==> config.mk <==
export PLATFORM = sky130hd
export DESIGN_NAME = x_arbiter_flat
export DESIGN_NICKNAME = d
export VERILOG_FILES = /design/src/rtl/x_arbiter_if.sv /design/src/rtl/x_arbiter.sv /design/src/flat_wrapper.sv
export SDC_FILE = /design/constraint.sdc
export NUM_CORES = 1
export LEC_CHECK = 0
export ABC_AREA = 1
export CAP_MARGIN = 40
export CORE_MARGIN = 4
export CORE_UTILIZATION = 54
export CTS_CLUSTER_DIAMETER = 60
export DETAILED_ROUTE_END_ITERATION = 6
export DONT_BUFFER_PORTS = 1
export GPL_TIMING_DRIVEN = 0
export PLACE_DENSITY = 0.66
export SYNTH_ARGS = -nofsm -noshare
export SYNTH_HDL_FRONTEND = slang
export SYNTH_SLANG_ARGS = --single-unit
==> constraint.sdc <==
create_clock -name clk -period 2.9 [get_ports clk]
set_input_delay 0.58 -clock clk [delete_from_list [all_inputs] [get_ports clk]]
set_output_delay 0.58 -clock clk [all_outputs]
set_load 0.05 [all_outputs]
==> src/rtl/x_arbiter_if.sv <==
// x_arbiter_if: bundles the requester-side and downstream-side handshake
// signals of the x channel arbiter. The slave modport is the arbiter's view;
// the master modport is the view of whoever drives requesters and downstream.
interface x_arbiter_if #(
    parameter int NUM_REQ = 4,
    parameter int DATA_W  = 32
);
    localparam int GRANT_W = $clog2(NUM_REQ);

    logic [NUM_REQ-1:0]        req_vld;
    logic [NUM_REQ*DATA_W-1:0] req_data;
    logic [NUM_REQ-1:0]        req_last;
    logic [NUM_REQ-1:0]        req_rdy;
    logic                      x_vld;
    logic [DATA_W-1:0]         x_data;
    logic                      x_rdy;
    logic [GRANT_W-1:0]        grant_id;
    logic                      err_overlen;

    modport slave (
        input  req_vld,
        input  req_data,
        input  req_last,
        output req_rdy,
        output x_vld,
        output x_data,
        input  x_rdy,
        output grant_id,
        output err_overlen
    );

    modport master (
        output req_vld,
        output req_data,
        output req_last,
        input  req_rdy,
        input  x_vld,
        input  x_data,
        output x_rdy,
        input  grant_id,
        input  err_overlen
    );
endinterface

==> src/rtl/x_arbiter.sv <==
// x_arbiter: round-robin burst arbiter funnelling NUM_REQ requesters into a
// single registered valid/ready x channel. A grant is held for a whole burst
// (until last) or until MAX_BEATS beats, at which point it is forcibly
// released with a one-cycle err_overlen pulse. The interface instance must be
// built with the same NUM_REQ/DATA_W as this module.
module x_arbiter #(
    parameter int NUM_REQ   = 4,
    parameter int DATA_W    = 32,
    parameter int MAX_BEATS = 16
) (
    input  logic       clk,
    input  logic       rst_n,
    x_arbiter_if.slave bus
);
    localparam int GRANT_W = $clog2(NUM_REQ);
    localparam int CNT_W   = $clog2(MAX_BEATS + 1);

    typedef enum logic {
        IDLE  = 1'b0,
        BURST = 1'b1
    } state_t;

    state_t              state_q;
    logic [GRANT_W-1:0]  grant_q;
    logic [GRANT_W-1:0]  rrPtr_q;
    logic [CNT_W-1:0]    beatCnt_q;
    logic                errOverlen_q;
    logic                xVld_q;
    logic                xVld_d;
    logic [DATA_W-1:0]   xData_q;
    logic [DATA_W-1:0]   xData_d;

    logic [DATA_W-1:0]   reqPayload [NUM_REQ];
    logic                pickValid;
    logic [GRANT_W-1:0]  pickIdx;
    logic                slotFree;
    logic                grantVld;
    logic                grantLast;
    logic                accept;
    logic [NUM_REQ-1:0]  reqRdy;

    // Split the flat payload bus into one word per requester.
    always_comb begin
        for (int i = 0; i < NUM_REQ; i++) begin
            reqPayload[i] = bus.req_data[i*DATA_W +: DATA_W];
        end
    end

    // Round-robin pick: first valid requester after rrPtr_q, wrapping; the
    // loop runs backwards so the nearest candidate is the one that sticks.
    always_comb begin
        logic [GRANT_W-1:0] cand;
        cand      = '0;
        pickValid = 1'b0;
        pickIdx   = '0;
        for (int k = NUM_REQ; k >= 1; k--) begin
            cand = GRANT_W'((int'(rrPtr_q) + k) % NUM_REQ);
            if (bus.req_vld[cand]) begin
                pickValid = 1'b1;
                pickIdx   = cand;
            end
        end
    end

    // The output register can take a beat when empty or draining this cycle.
    assign slotFree  = !xVld_q || bus.x_rdy;
    assign grantVld  = bus.req_vld[grant_q];
    assign grantLast = bus.req_last[grant_q];
    assign accept    = (state_q == BURST) && grantVld && slotFree;

    // Only the current grantee ever sees ready, and only while in BURST.
    always_comb begin
        reqRdy = '0;
        if (state_q == BURST) begin
            reqRdy[grant_q] = slotFree;
        end
    end

    // Next x beat: load on acceptance, otherwise drain or hold independently of the FSM.
    always_comb begin
        xVld_d  = xVld_q;
        xData_d = xData_q;
        if (accept) begin
            xVld_d  = 1'b1;
            xData_d = reqPayload[grant_q];
        end else if (xVld_q && bus.x_rdy) begin
            xVld_d = 1'b0;
        end
    end

    // x channel output register; reset discards any pending beat.
    always_ff @(posedge clk or negedge rst_n) begin
        if (!rst_n) begin
            xVld_q  <= 1'b0;
            xData_q <= '0;
        end else begin
            xVld_q  <= xVld_d;
            xData_q <= xData_d;
        end
    end

    // Arbitration FSM: grant in IDLE, count beats in BURST, release on last or overlength.
    always_ff @(posedge clk or negedge rst_n) begin
        if (!rst_n) begin
            state_q      <= IDLE;
            grant_q      <= '0;
            rrPtr_q      <= GRANT_W'(NUM_REQ - 1);
            beatCnt_q    <= '0;
            errOverlen_q <= 1'b0;
        end else begin
            errOverlen_q <= 1'b0;
            case (state_q)
                IDLE: begin
                    if (pickValid) begin
                        grant_q   <= pickIdx;
                        beatCnt_q <= '0;
                        state_q   <= BURST;
                    end
                end
                BURST: begin
                    if (accept) begin
                        beatCnt_q <= beatCnt_q + CNT_W'(1);
                        if (grantLast) begin
                            state_q <= IDLE;
                            rrPtr_q <= grant_q;
                        end else if (beatCnt_q + CNT_W'(1) == CNT_W'(MAX_BEATS)) begin
                            state_q      <= IDLE;
                            rrPtr_q      <= grant_q;
                            errOverlen_q <= 1'b1;
                        end
                    end
                end
                default: state_q <= IDLE;
            endcase
        end
    end

    assign bus.req_rdy     = reqRdy;
    assign bus.x_vld       = xVld_q;
    assign bus.x_data      = xData_q;
    assign bus.grant_id    = grant_q;
    assign bus.err_overlen = errOverlen_q;
endmodule

==> src/flat_wrapper.sv <==
// flat-port wrapper written by rule: the top's interface ports become plain ports
module x_arbiter_flat 
#(
    parameter int NUM_REQ   = 4,
    parameter int DATA_W    = 32,
    parameter int MAX_BEATS = 16
)
  (clk, rst_n, bus_req_vld, bus_req_data, bus_req_last, bus_req_rdy, bus_x_vld, bus_x_data, bus_x_rdy, bus_grant_id, bus_err_overlen);
  x_arbiter_if #(.NUM_REQ(NUM_REQ), .DATA_W(DATA_W)) bus_i ();
  input  logic clk;
  input  logic rst_n;
  input wire logic [$bits(bus_i.req_vld)-1:0] bus_req_vld;
  input wire logic [$bits(bus_i.req_data)-1:0] bus_req_data;
  input wire logic [$bits(bus_i.req_last)-1:0] bus_req_last;
  output wire logic [$bits(bus_i.req_rdy)-1:0] bus_req_rdy;
  output wire logic [$bits(bus_i.x_vld)-1:0] bus_x_vld;
  output wire logic [$bits(bus_i.x_data)-1:0] bus_x_data;
  input wire logic [$bits(bus_i.x_rdy)-1:0] bus_x_rdy;
  output wire logic [$bits(bus_i.grant_id)-1:0] bus_grant_id;
  output wire logic [$bits(bus_i.err_overlen)-1:0] bus_err_overlen;
  assign bus_i.req_vld = bus_req_vld;
  assign bus_i.req_data = bus_req_data;
  assign bus_i.req_last = bus_req_last;
  assign bus_req_rdy = bus_i.req_rdy;
  assign bus_x_vld = bus_i.x_vld;
  assign bus_x_data = bus_i.x_data;
  assign bus_i.x_rdy = bus_x_rdy;
  assign bus_grant_id = bus_i.grant_id;
  assign bus_err_overlen = bus_i.err_overlen;
  x_arbiter #(.NUM_REQ(NUM_REQ), .DATA_W(DATA_W), .MAX_BEATS(MAX_BEATS)) u_core (.clk(clk), .rst_n(rst_n), .bus(bus_i));
endmodule
# Word level (Yosys, flattened, before mapping)
# Index checks and enable logic that the tools add are counted.
# W data, S select, Z words.
dict set report totals {
  regBits 44
  latch_bits 0
  ramBits 0
  mem_bits_ro 0
  inputBits 139
  out_inout_bits 40
  word_cells 78
  mem_count 0
}
dict set report classes {
  addsub 5
  multipliers 0
  n_div 0
  magnitude_cmp 7
  eq_ne 3
  n_shift 0
  mux 42
  bitwise 3
  reduce_logical 11
}
# operator count
set op_table {}
lappend op_table {{$bmux W32 S2} 1}
lappend op_table {{$mux W32} 2}
lappend op_table {{$mux W1} 21}
lappend op_table {{$lt A2 B3 Y1 const B} 5}
lappend op_table {{$bmux W1 S2} 6}
lappend op_table {{$mux W2} 6}
lappend op_table {{$mux W5} 2}
lappend op_table {{$pmux W5 S2} 1}
lappend op_table {{$add A5 B1 Y5 const B} 1}
lappend op_table {{$eq A5 B5 Y1 const B} 1}
lappend op_table {{$add A2 B1 Y2 const B} 2}
lappend op_table {{$add A2 B2 Y2 const B} 2}
lappend op_table {{$and A4 B4 Y4} 1}
lappend op_table {{$logic_and A1 B1 Y1} 4}
lappend op_table {{$mux W4} 1}
lappend op_table {{$reduce_and A2 Y1} 2}
lappend op_table {{$reduce_bool A2 Y1} 2}
lappend op_table {{$ge A3 B3 Y1 const B} 1}
lappend op_table {{$not A2 Y3} 1}
lappend op_table {{$reduce_and A3 Y1} 1}
lappend op_table {{$demux W1 S2} 1}
lappend op_table {{$ge A2 B1 Y1 const B} 1}
lappend op_table {{$ne A2 B1 Y1 const B} 1}
lappend op_table {{$ne A2 B2 Y1 const B} 1}
lappend op_table {{other kinds (4)} 4}

# Depth between registers and ports, before layout
dict set report logic_depth {
  ltp_word 9
  ltp_mapped 12
  mapped_depth_nobuf 11
}

# Worst setup path after synthesis
# OpenSTA, ideal clock, no wires.
dict set report synth_path {
  path_type {register to output}
  start {register u_core.grant_q[1] (netlist: u_core.bus.grant_id[1])}
  end {output port bus_req_rdy[0]}
  t_arrival_ns 2.254
  t_required_ns 2.320
  setup_slack_ns 0.066
  path_stages_with_launch 5
  n_path_buf 3
  path_cell_list {dfrtp_1 buf_4 clkbuf_1 buf_2 nor3_1}
}
dict set report synth_via {
  elab_chain_len 6
  elab_cells_between_ends 7
  cone_classes {order compare: 2; mux: 3; bitwise: 1; reduce/logical: 1}
}
# element line
set synth_rtl {}
lappend synth_rtl {{from (decl)} x_arbiter.sv:24} ;# logic [GRANT_W-1:0] grant_q;
lappend synth_rtl {{from (signal assigned)} x_arbiter.sv:115} ;# grant_q <= pickIdx;
lappend synth_rtl {{$lt A2 B3 Y1 (not written as such) / $ge A2 B1 Y1 (equally long branches)} x_arbiter.sv:75} ;# reqRdy[grant_q] = slotFree;
lappend synth_rtl {{$logic_and A1 B1 Y1 (not written as such)} x_arbiter.sv:75}
lappend synth_rtl {{$mux W1 (not written as such)} x_arbiter.sv:75}
lappend synth_rtl {{$demux W1 S2 *} -}
lappend synth_rtl {{$and A4 B4 Y4 (no source line) *} -}
lappend synth_rtl {{$mux W4 *} x_arbiter.sv:74} ;# if (state_q == BURST) begin
lappend synth_rtl {{to (decl)} flat_wrapper.sv:15} ;# output wire logic [$bits(bus_i.req_rdy)-1:0] bus_req_rdy;
# Mark *: on every way between the ends. The rest lies on a longest branch, timed or not.

# Worst setup path in the final report
dict set report layout_path {
  start {register u_core.grant_q[1] (netlist: u_core.bus.grant_id[1])}
  end {output port bus_req_rdy[1]}
}
# Same word-level chain as after synthesis.

==> out/results.tsv <==
metric	value	unit
worst-path-buf-inv	2	
clock-sinks	44	
wl	10.7	mm
layout.area.seq	1100	sq um
hold_viol_final	0	
synthTopCellsByCount	186 x nand2_1, 111 x nand3_1, 42 x dfrtp_1	
syn-mean-instance-area	6.49	sq um
synthDistinctLibCells	23	
h-tree-depth	2	
cp-end-kind	primary output	
maxSlewHeadroom	40.5	%
cpLargestDelayFamily	simple AND/OR/NAND/NOR gates	
finalSetupViolations	0	
fp.dieH	81.9	um
synth_edf_count	0	
io_pins	179	
slowest_delay	700	ps
synth_most_common_cell	nand2_1	
p_total	4.57	mW
rows	26	
fmax	365	MHz
syn_area	2950	sq um
ant_nets	0	
leakage	1.58	nW
yosys_register_bits	44	
firstDrtPassIters	5	
drtIter0Drc	379	
maxCapViolCount	0	
antenna_found_initial	0	
yosysSeqAreaShare	37.4	%
via_count	3293	
synth_area_leaders	dfrtp_1 36%, nand2_1 24%, nand3_1 19%	
vias_per_cell	6.18	
period_share	94.4	%
syn-num-nets	596	
finalNonFillerCells	533	
die_w	81.9	um
core-area	5200	sq um
crit_chain	buf_4, inv_2, nand2_1, nor2_1	
synth_top_area_share	35.6	%
initial_utilization	56.7	%
status	complete, no violations	
post-route-util	60.8	%
port-buffer-count	0	
synth_flop_cell	dfrtp_1	
hpwl	8.07	mm
root_buffer	clkbuf_8	
ir_drop	0.881	mV
place.gp.congestion	0.869	
post_dp_cell_area	3050	sq um
period_needed	2740	ps
grt_pass1_wl	15.6	mm
fin_area	3170	sq um
finClkSkew	2.34	ps
synth_async_sr_flop_share	100	%
dp_cells	526	
worst-endpoint-arrival	2160	ps
required	2320	ps
place_ws	-155	ps
multiInputGateArea	1640	sq um
clkLatencyLatePin	300	ps
rsz0062_at_grt	false	
power.density	1440	nW/um^2
grt_overflow_total	0	
critPathKind	reg -> out	
clockBufferDepth	2	
syn_to_final_growth	7.25	%
syn_inst	455	
hold_class	in -> async	
cp_max_fo	17	
cts_buffers	5	
slew_violations	0	
grt_max_degree	43	
track_usage	30.8	%
crit_path_start_kind	register	
holdWs	118	ps
wl_per_cell	20.1	um
remaining_drc_errors	0	
clk_pin_slew	80	ps
diodes	0	
cts_tree	done	
fillers	510	
yosysTopAreaCell	dfrtp_1	
worst-slew-pin-transition	889	ps
layout-drive-gt1-share	7.13	%
die-area	6710	sq um
layout_setup_ws	164	ps
grt_pass1_vias	3005	
fin_nets	603	
slowest_stage	nor2_1	
finalSetupTns	0	ps
ys_warn_count	0	
-- layout by cell type (no fill, tap or decap), types with 3 or more instances in the layout --
master / synthesis / final
nand2_1: 186 / 186
nand3_1: 111 / 111
dfrtp_1: 42 / 42
nand4_1: 32 / 32
clkbuf_1: 15 / 15
inv_1: 13 / 13
buf_2: 11 / 11
nor2_1: 12 / 10
clkbuf_8: 0 / 6
inv_2: 5 / 5
o21ai_1: 5 / 5
buf_1: 5 / 4
a21oi_1: 3 / 3
-- worst paths after layout --
kind | slack [ps] | endpoint | cells after the start | from
worst min register to register | 510 | u_core.rrPtr_q[1] | 2 | u_core.rrPtr_q[1]
worst max register to register | 620 | u_core.bus.x_data[16] | 10 | u_core.bus.grant_id[1]
worst max-delay path | 160 | bus_req_rdy[1] | 4 | u_core.bus.grant_id[1]
worst min-delay path | 120 | u_core.rrPtr_q[1] | 0 | rst_n
min in group clk | 350 | u_core.bus.x_vld | 1 | bus_x_rdy
max in group asynchronous | 2570 | u_core.bus.x_data[13] | 1 | rst_n
-- registers in the layout, summed over array words and instances, names as in the netlist --
| register | cells |
|---|---|
| u_core.beatCnt_q | 5 |
| u_core.rrPtr_q | 2 |
| u_core.bus.x_vld | 1 |
| u_core.state_q | 1 |
| u_core.bus.x_data | 32 |
| u_core.bus.grant_id | 2 |
| u_core.bus.err_overlen | 1 |
-- worst reg2reg max path, stage by stage, from the launching register on --
cell and delay (ps):
dfrtp_1 650, buf_4 320, inv_2 130, nand2_1 130, nor2_1 50, a21oi_1 100
o21ai_1 70, nand2_1 180, clkbuf_1 400, nand2_1 100, nand2_1 90
-- power breakdown --
group | internal [mW] | switching (mW)
clock | 0.195 | 0.217
combinational | 0.683 | 1.61
sequential | 0.877 | 0.986
total | 1.75 | 2.81
-- per-layer routing --
metal | share of wire, % | global-route usage, % | up-vias
li1 | - | - | 1519
met5 | 0 | 0 | -
met4 | 1.5 | 7.64 | 0
met3 | 14 | 11.6 | 19
met2 | 46 | 46.8 | 210
met1 | 39 | 41.4 | 1545
-- kinds of logic (layout without fill, tap and decap cells) --
kind of cell               after synthesis  after routing  synth area share [%]
xor gates and xnor gates                 3              3                 0.890
and+or+nand+nor                        345            345                  51.6
buffers and inverters                   52             60                  7.72
AOI/OAI and AO/OA                        9              9                  1.53
DFF                                     44             44                  37.4
adders and majority gates                2              2                 0.848
-- final cells by class --
type,count,share of cell area (%)
Buffer,32,4.86
Sequential cell,44,34.9
Timing Repair Buffer,2,0.870
Multi-Input combinational cell,359,51.7
Tap cell,70,2.77
Inverter,18,2.13
Clock buffer,8,2.85
-- timing repair --
item,4_1_cts,5_1_grt
gates cloned,0,0
hold buffers,1,0
setup buffers,0,0
gates resized for setup,4,1
setup endpoints to repair,2,2
endpoints found under the hold margin,42,0
Note: power is estimated with default switching activity, not from simulation.
